File: config.mk
export PLATFORM = sky130hd
export DESIGN_NAME = audio_i2s_transmitter_flat
export DESIGN_NICKNAME = d
export VERILOG_FILES = /design/src/rtl/audio_i2s_transmitter_if.sv /design/src/rtl/audio_i2s_transmitter.sv /design/src/flat_wrapper.sv
export SDC_FILE = /design/constraint.sdc
export NUM_CORES = 1
export LEC_CHECK = 0
export BUFFER_PORTS_ARGS = -buffer_cell sky130_fd_sc_hd__buf_4
export CAP_MARGIN = 20
export CELL_PAD_IN_SITES_DETAIL_PLACEMENT = 1
export CELL_PAD_IN_SITES_GLOBAL_PLACEMENT = 2
export CORE_MARGIN = 2
export CORE_UTILIZATION = 39
export DETAILED_ROUTE_END_ITERATION = 8
export GPL_TIMING_DRIVEN = 0
export PLACE_DENSITY = 0.9
export RECOVER_POWER = 50
export REMOVE_ABC_BUFFERS = 1
export SYNTH_ARGS = -nofsm -noshare
export SYNTH_HDL_FRONTEND = slang
export SYNTH_SLANG_ARGS = --single-unit
File: constraint.sdc
create_clock -name i_clock -period 2.9 [get_ports i_clock]
set_input_delay 0.435 -clock i_clock [delete_from_list [all_inputs] [get_ports i_clock]]
set_output_delay 0.435 -clock i_clock [all_outputs]
set_load 0.01 [all_outputs]
File: src/rtl/audio_i2s_transmitter_if.sv
// Sample-fetch handshake and I2S pins of the audio I2S transmitter.
// master = transmitter side, slave = FIFO/DAC side.
interface audio_i2s_transmitter_if;
    logic        o_busy;
    logic [15:0] i_sample;
    logic        o_bclk;
    logic        o_lrck;
    logic        o_sdata;

    modport master (
        output o_busy,
        input  i_sample,
        output o_bclk,
        output o_lrck,
        output o_sdata
    );

    modport slave (
        input  o_busy,
        output i_sample,
        input  o_bclk,
        input  o_lrck,
        input  o_sdata
    );
endinterface

File: src/rtl/audio_i2s_transmitter.sv
// Audio I2S transmitter: fetches L/R 16-bit PCM pairs from the output FIFO via the
// busy/sample handshake and serialises them as a standard I2S stream (one-bit delay,
// MSB first, 32 BCLK slots per frame).
module audio_i2s_transmitter #(
    parameter int unsigned BCLK_DIV       = 4,
    parameter int unsigned SAMPLE_LATENCY = 3
) (
    input  logic                    i_clock,
    input  logic                    i_reset,
    input  logic                    i_enable,
    audio_i2s_transmitter_if.master bus
);

    localparam int unsigned DIV_W = (BCLK_DIV > 1) ? $clog2(BCLK_DIV) : 1;
    localparam int unsigned LAT_W = (SAMPLE_LATENCY > 1) ? $clog2(SAMPLE_LATENCY) : 1;
    localparam logic [DIV_W-1:0] DIV_LAST = DIV_W'(BCLK_DIV - 1);
    localparam logic [LAT_W-1:0] LAT_LAST = LAT_W'(SAMPLE_LATENCY - 1);
    localparam bit TIMING_OK = (BCLK_DIV >= 2) && (SAMPLE_LATENCY >= 1) &&
                               (2 * (SAMPLE_LATENCY + 1) < 64 * BCLK_DIV);

    typedef enum logic [2:0] {
        IDLE,
        REQ_L,
        WAIT_L,
        REQ_R,
        WAIT_R,
        DONE
    } fetch_state_e;

    fetch_state_e     state;
    fetch_state_e     state_next;
    logic             busy;
    logic [DIV_W-1:0] div_cnt;
    logic             bclk;
    logic [4:0]       slot;
    logic             lrck;
    logic             sdata;
    logic [31:0]      word;
    logic [15:0]      staged_l;
    logic [15:0]      staged_r;
    logic [LAT_W-1:0] wait_cnt;
    logic             start_pending;

    logic             div_tc;
    logic             bclk_fall;
    logic [4:0]       slot_next;
    logic [4:0]       slot_bit;
    logic             frame_load;
    logic             wait_done;

    assign div_tc     = (div_cnt == DIV_LAST);
    assign bclk_fall  = div_tc & bclk;
    assign slot_next  = slot + 5'd1;
    // Slot k carries word bit (32-k) mod 32; slot 0 therefore picks word[0], the retained R[0].
    assign slot_bit   = 5'd0 - slot_next;
    assign frame_load = bclk_fall & (slot_next == 5'd1);
    assign wait_done  = (wait_cnt == LAT_LAST);

    assign bus.o_busy  = busy;
    assign bus.o_bclk  = bclk;
    assign bus.o_lrck  = lrck;
    assign bus.o_sdata = sdata;

    // BCLK generation: toggle every BCLK_DIV system clocks.
    always_ff @(posedge i_clock or posedge i_reset) begin
        if (i_reset) begin
            div_cnt <= '0;
            bclk    <= 1'b0;
        end else if (!i_enable) begin
            div_cnt <= '0;
            bclk    <= 1'b0;
        end else if (div_tc) begin
            div_cnt <= '0;
            bclk    <= ~bclk;
        end else begin
            div_cnt <= div_cnt + 1'b1;
        end
    end

    // Serialiser: on each BCLK falling edge advance the slot and drive LRCK/SDATA.
    always_ff @(posedge i_clock or posedge i_reset) begin
        if (i_reset) begin
            slot  <= '0;
            lrck  <= 1'b0;
            sdata <= 1'b0;
            word  <= '0;
        end else if (!i_enable) begin
            slot  <= '0;
            lrck  <= 1'b0;
            sdata <= 1'b0;
            word  <= '0;
        end else if (bclk_fall) begin
            slot <= slot_next;
            lrck <= slot_next[4];
            if (frame_load) begin
                word  <= {staged_l, staged_r};
                sdata <= staged_l[15];
            end else begin
                sdata <= word[slot_bit];
            end
        end
    end

    // Fetch FSM state register.
    always_ff @(posedge i_clock or posedge i_reset) begin
        if (i_reset) begin
            state <= IDLE;
        end else if (!i_enable) begin
            state <= IDLE;
        end else begin
            state <= state_next;
        end
    end

    // Fetch FSM next state and request strobe; a frame load always restarts the fetch.
    always_comb begin
        state_next = state;
        busy       = 1'b1;
        case (state)
            IDLE:    if (start_pending) state_next = REQ_L;
            REQ_L: begin
                busy       = 1'b0;
                state_next = WAIT_L;
            end
            WAIT_L:  if (wait_done) state_next = REQ_R;
            REQ_R: begin
                busy       = 1'b0;
                state_next = WAIT_R;
            end
            WAIT_R:  if (wait_done) state_next = DONE;
            DONE:    state_next = DONE;
            default: state_next = IDLE;
        endcase
        if (frame_load) state_next = REQ_L;
    end

    // Fetch datapath: latency counter, staged sample capture, start-up fetch flag.
    always_ff @(posedge i_clock or posedge i_reset) begin
        if (i_reset) begin
            wait_cnt      <= '0;
            staged_l      <= '0;
            staged_r      <= '0;
            start_pending <= 1'b1;
        end else if (!i_enable) begin
            wait_cnt      <= '0;
            staged_l      <= '0;
            staged_r      <= '0;
            start_pending <= 1'b1;
        end else begin
            if (((state == WAIT_L) || (state == WAIT_R)) && !wait_done) begin
                wait_cnt <= wait_cnt + 1'b1;
            end else begin
                wait_cnt <= '0;
            end
            if ((state == WAIT_L) && wait_done) staged_l <= bus.i_sample;
            if ((state == WAIT_R) && wait_done) staged_r <= bus.i_sample;
            if (state == IDLE) start_pending <= 1'b0;
        end
    end

    // Both fetches must fit inside one frame.
    always_ff @(posedge i_clock) begin
        assert (TIMING_OK)
            else $error("audio_i2s_transmitter: fetch latency does not fit in one frame");
    end

endmodule
File: src/flat_wrapper.sv
// flat-port wrapper written by rule: the top's interface ports become plain ports
module audio_i2s_transmitter_flat 
#(
    parameter int unsigned BCLK_DIV       = 4,
    parameter int unsigned SAMPLE_LATENCY = 3
)
  (i_clock, i_reset, i_enable, bus_o_busy, bus_i_sample, bus_o_bclk, bus_o_lrck, bus_o_sdata);
  audio_i2s_transmitter_if bus_i ();
  input  logic i_clock;
  input  logic i_reset;
  input  logic i_enable;
  output wire logic [$bits(bus_i.o_busy)-1:0] bus_o_busy;
  input wire logic [$bits(bus_i.i_sample)-1:0] bus_i_sample;
  output wire logic [$bits(bus_i.o_bclk)-1:0] bus_o_bclk;
  output wire logic [$bits(bus_i.o_lrck)-1:0] bus_o_lrck;
  output wire logic [$bits(bus_i.o_sdata)-1:0] bus_o_sdata;
  assign bus_o_busy = bus_i.o_busy;
  assign bus_i.i_sample = bus_i_sample;
  assign bus_o_bclk = bus_i.o_bclk;
  assign bus_o_lrck = bus_i.o_lrck;
  assign bus_o_sdata = bus_i.o_sdata;
  audio_i2s_transmitter #(.BCLK_DIV(BCLK_DIV), .SAMPLE_LATENCY(SAMPLE_LATENCY)) u_core (.i_clock(i_clock), .i_reset(i_reset), .i_enable(i_enable), .bus(bus_i));
endmodule
* After elaboration in Yosys (flattened, before gate mapping)
Cells that the tools add are included.
** Cells by class
- Magnitude comparators :: 1
- Eq/ne operators :: 17
- Bitwise operators :: 3
- Mux-type cells :: 31
- Reduce and logical (&&, ||, !) cells :: 9
- $add $sub $neg :: 4
** Operator list (count)
- $mux W32 :: 3
- $mux W16 :: 4
- $pmux W3 S6 :: 1
- $mux W3 :: 5
- $ne A2 B1 Y1 const B :: 6
- $ne A4 B2 Y1 const B :: 3
- $mux W1 :: 11
- $mux W5 :: 2
- $mux W2 :: 4
- $eq A3 B2 Y1 const B :: 2
- $eq A3 B3 Y1 const B :: 2
- $lt A5 B6 Y1 const B :: 1
- $add A5 B1 Y5 const B :: 1
- $bmux W1 S5 :: 1
- $eq A5 B1 Y1 const B :: 1
- $sub A1 B5 Y5 const A :: 1
- $add A2 B1 Y2 const B :: 2
- $eq A2 B2 Y1 const B :: 2
- $eq A3 B1 Y1 const B :: 1
- $logic_and A1 B1 Y1 :: 3
- $logic_not A3 Y1 :: 1
- $reduce_and A3 Y1 :: 1
- $and A1 B1 Y1 :: 2
- $reduce_and A2 Y1 :: 1
- other kinds (4) :: 4
** Word-level totals
- Bits of input ports :: 19
- Register bits :: 80
- Word-level logic and storage cells :: 76
- Output and inout bits :: 4

* Logic depth before layout (Yosys ltp)
- Word-level depth :: 7
- Mapped depth :: 11
- Gate-level depth less buffers :: 9

* Worst setup path after synthesis
Ideal clock, no wire load.
- Path kind :: reg-to-reg
- From :: register u_core.slot[0]
- To :: register u_core.sdata, in the netlist u_core.bus.o_sdata
- Arrival time :: 2.506 ns
- Cell stages (with the launch flop) :: 11
- Path buffers :: 1
- Period minus slack after synthesis :: 2.635 ns
- Setup time :: 0.130 ns
- Data required time :: 2.770 ns
- Setup slack :: 0.265 ns
- Cells stage by stage :: dfrtp_1 clkbuf_8 bufinv_8 ha_1 nor2b_1 a211o_1 a21oi_2 xor2_2 mux2_4 a2111oi_4 nor3_2
** On the way
- Word-level cells in the longest chain between the ends :: 7
- Elaborated cells between the ends (all ways) :: 9
- Those cells by class :: add/sub: 2; eq/ne: 1; mux: 5; bitwise: 1
** Ends and longest elaborated chain
- start: declaration :: line audio_i2s_transmitter.sv:35 : logic [4:0] slot;
- start signal: assignment :: line audio_i2s_transmitter.sv:93 : slot <= slot_next;
- $add A5 B1 Y5 (*) :: line audio_i2s_transmitter.sv:53 : assign slot_next = slot + 5'd1;
- $sub A1 B5 Y5 :: line audio_i2s_transmitter.sv:55 : assign slot_bit = 5'd0 - slot_next;
- $bmux W1 S5 :: line audio_i2s_transmitter.sv:99 : sdata <= word[slot_bit];
- $mux W1 (not written as such) :: line audio_i2s_transmitter.sv:99
- $mux W1 (*) :: line audio_i2s_transmitter.sv:95 : if (frame_load) begin
- $mux W1 (*) :: line audio_i2s_transmitter.sv:92 : end else if (bclk_fall) begin
- $mux W1 (*) :: line audio_i2s_transmitter.sv:87 : end else if (!i_enable) begin
- end signal: assignment :: line audio_i2s_transmitter.sv:97 : sdata <= staged_l[15];
- end signal: assignment :: line audio_i2s_transmitter.sv:99
- end: declaration :: line audio_i2s_transmitter.sv:37 : logic sdata;
Every way passes the cells marked *; elsewhere a longest branch is shown, timed or not. The select of a mux whose other input is x is not followed.
A chain may end at the register's enable or synchronous reset.

* Final worst setup path
Ends and elaborated chain as after synthesis.

==> metrics <==
CTS max path bufs 2; RD Place Congestion 0.760; Sw Share 0.236; r2r startpoint u_core.slot[0]; Worst setup EP type flip-flop; Sequential Power Share 0.520; final setup vio count 0; final core occ 0.450; CTS tree done; routed vias/inst 5.11; CTS buffer count 9; number of max-cap violations 1; gr usage total 0.176; Max transition margin -0.142; Post-synth EDFFs 0; first-pass GRT wire length 14300 um; Avg Cell Area, Syn 9.89 um2; Worst-Margin Slew 1.70 ns; largest net degree at the start of global routing 80; Setup Skew 0.0113 ns; R2R Setup Slk 0.11 ns; most frequent cells in the layout 140 x nand2_1, 77 x dfrtp_1, 36 x a21boi_1; Critical-path top delay cell dfrtp_2; critical path cell sequence bufinv_8 -> ha_4 -> nor2b_1 -> a211o_1 -> a21oi_2 -> xor2_2 -> mux2_4 -> a2111oi_4 -> nor3_2; worst hold start bus_i_sample[8]; Routed WL per cell 16.1 um; Lkg Pwr 1.92 nW; Arr. time, crit path 3.02 ns; WHS Endpoint u_core.staged_l[8]; Highest Clock Rate 358 MHz; critical path's top delay family compound AO/OA/AOI/OAI gates; RSZ-0062 raised after global routing false; Die Span Y 103 um; vias in the first global route 2838; Placed Cells 522; r2r worst-path depth 9; P per Cell Area 516 nW/um2; Starting Density 0.398; status complete, but fails checks; cell count of the worst hold path 3; port bufs 22; Final min period 2.79 ns; worst vdd ir 0.000247 V; Overflow after GRT 0; critical-path maximum fanout 13; worst path required time 3.13 ns; Non-Filler Instances 543; cell chosen for the clock root clkbuf_8; reg2reg end u_core.bus.o_sdata; Iteration-0 DRC Markers 124; P_int 1.72 mW; FILL cells 1090; TritonRoute pass-1 iters 4; Syn. warnings 0; Psw 0.531 mW; share of cells above drive strength 1 0.159; # nets final 428; #FFs+latches synth 79; post-place instance area 4110 um2; H-tree depth 3; Reg clk slew, reported paths 0.08 ns; register area share after synthesis 0.513; die area 10700 um2; initial antenna violation count 0; site row count 36; Post-route DRC 0; Die Width 103 um; Final Cycle Share 0.962; Clock Latency Late Sink 0.35 ns; setup_tns 0 ns; crit start category flip-flop; Main synth FF type dfrtp_1; antenna-violating nets left 0; post-DP HPWL 5280 um; Clock power frac 0.405; Mapped Cells 390; core area 9680 um2; Unique masters post-synth 50; Async SR Flop Fraction 1.00; Netlist Area Pre-Place 3860 um2; io pins 23; combinational power share 0.075; final instance area 4360 um2; Final Max Slew Viols 39; Worst Path Class, Setup flip-flop to flip-flop; worst setup margin 0.110 ns; final hold vios 0; HP Class primary input to flip-flop; routed wire length 8740 um; critical path buffer and inverter count 1; Area growth, synth to finish 13.0%; commonest non-fill, non-tap cell in the layout nand2_1; routed vias 2773; antenna cell count 0; placement-stage worst setup slack -0.492 ns; CTS sink cnt 79; failing checks max-capacitance violations, max-slew violations; slowest stage delay, CP 0.48 ns; CTS Hold Bufs 0
## cell families after synthesis
kind of cell | count (synthesis) | share of synthesized area
AND/OR/NAND/NOR | 191 | 0.215
flip-flops | 79 | 0.513
AO/OA/AOI/OAI | 67 | 0.134
buffers and inverters | 31 | 0.0451
multiplexers | 10 | 0.0600
XOR/XNOR | 8 | 0.0201
adder cells (fa/ha/maj) | 4 | 0.0130
## area by class of cell
| class | instances | area (um2) | area share |
|---|---|---|---|
| Clock buffer | 12 | 145 | 0.0333 |
| Clock inverter | 4 | 70.1 | 0.0161 |
| Tap cell | 133 | 166 | 0.0382 |
| Multi-Input combinational cell | 280 | 1720 | 0.395 |
| Inverter | 5 | 33.8 | 0.00775 |
| Timing Repair Buffer | 30 | 244 | 0.0560 |
| Sequential cell | 79 | 1980 | 0.454 |
## power groups by stage
stage	clock [mW]	combinational [mW]	sequential, mW
after floorplan	0	0.0993	1.18
after global placement	0	0.163	1.19
after detailed placement	0	0.175	1.19
after CTS	0.927	0.175	1.17
after global routing	0.985	0.192	1.18
final	0.910	0.169	1.17
## cells in the mapped netlist, types with 3 or more instances
cell type | n | share of area
o21ai_0 | 3 | 0.0039
xnor2_1 | 4 | 0.0091
and2_1 | 6 | 0.0097
dfrtp_1 | 78 | 0.51
nor2_1 | 5 | 0.0049
mux4_1 | 7 | 0.048
a21boi_1 | 36 | 0.070
xor2_1 | 3 | 0.0068
nand3_1 | 21 | 0.027
nand2_1 | 140 | 0.14
a21oi_1 | 3 | 0.0039
a21boi_0 | 14 | 0.027
buf_2 | 4 | 0.0052
inv_1 | 4 | 0.0039
ha_1 | 4 | 0.013
clkbuf_1 | 17 | 0.017
## what timing repair did
item	CTS	global route
endpoints found under the setup margin	1	1
buffers inserted	1	4
resized for setup	3	0
## worst max-delay path by stage
stage	to	cells past startpoint	slack (ns)	from
floorplan	u_core.bus.o_sdata	9	-0.007	u_core.slot[0]
global placement	u_core.staged_r[11]	2	-0.60	i_reset
detailed placement	u_core.bus.o_sdata	9	-0.49	u_core.slot[0]
CTS	u_core.bus.o_sdata	9	0.1	u_core.slot[0]
global route	u_core.bus.o_sdata	9	0.003	u_core.slot[0]
finish	u_core.bus.o_sdata	9	0.11	u_core.slot[0]
## per-stage QoR
| step | hold WS [ns] | power [mW] |
|---|---|---|
| 6_report | 0.318 | 2.25 |
| 5_1_grt | 0.324 | 2.35 |
| 4_1_cts | 0.144 | 2.27 |
| 3_5_place_dp | 0.432 | 1.37 |
| 3_3_place_gp | 0.416 | 1.35 |
| 2_1_floorplan | 0.403 | 1.28 |
## layer usage
metal / vias up / global-route usage / part of all wire
met4: 0 / 0.0638 / 0.016
met5: - / 0 / 0
li1: 1323 / - / -
met3: 11 / 0.0276 / 0.021
met2: 27 / 0.287 / 0.50
met1: 1412 / 0.239 / 0.46
## tightest hold or removal path, stage by stage
cell and delay, ns:
buf_4 0.08, nand3_1 0.06, nand2_1 0.06
## flip-flops by register name, indices dropped and copies added, names as in the netlist
| register | count |
|---|---|
| u_core.bus.o_bclk | 1 |
| u_core.bus.o_sdata | 1 |
| u_core.div_cnt | 2 |
| u_core.slot | 5 |
| u_core.staged_l | 16 |
| u_core.staged_r | 16 |
| u_core.start_pending | 1 |
| u_core.state | 3 |
| u_core.wait_cnt | 2 |
| u_core.word | 32 |
No activity file was read; power rests on OpenSTA's default activity.
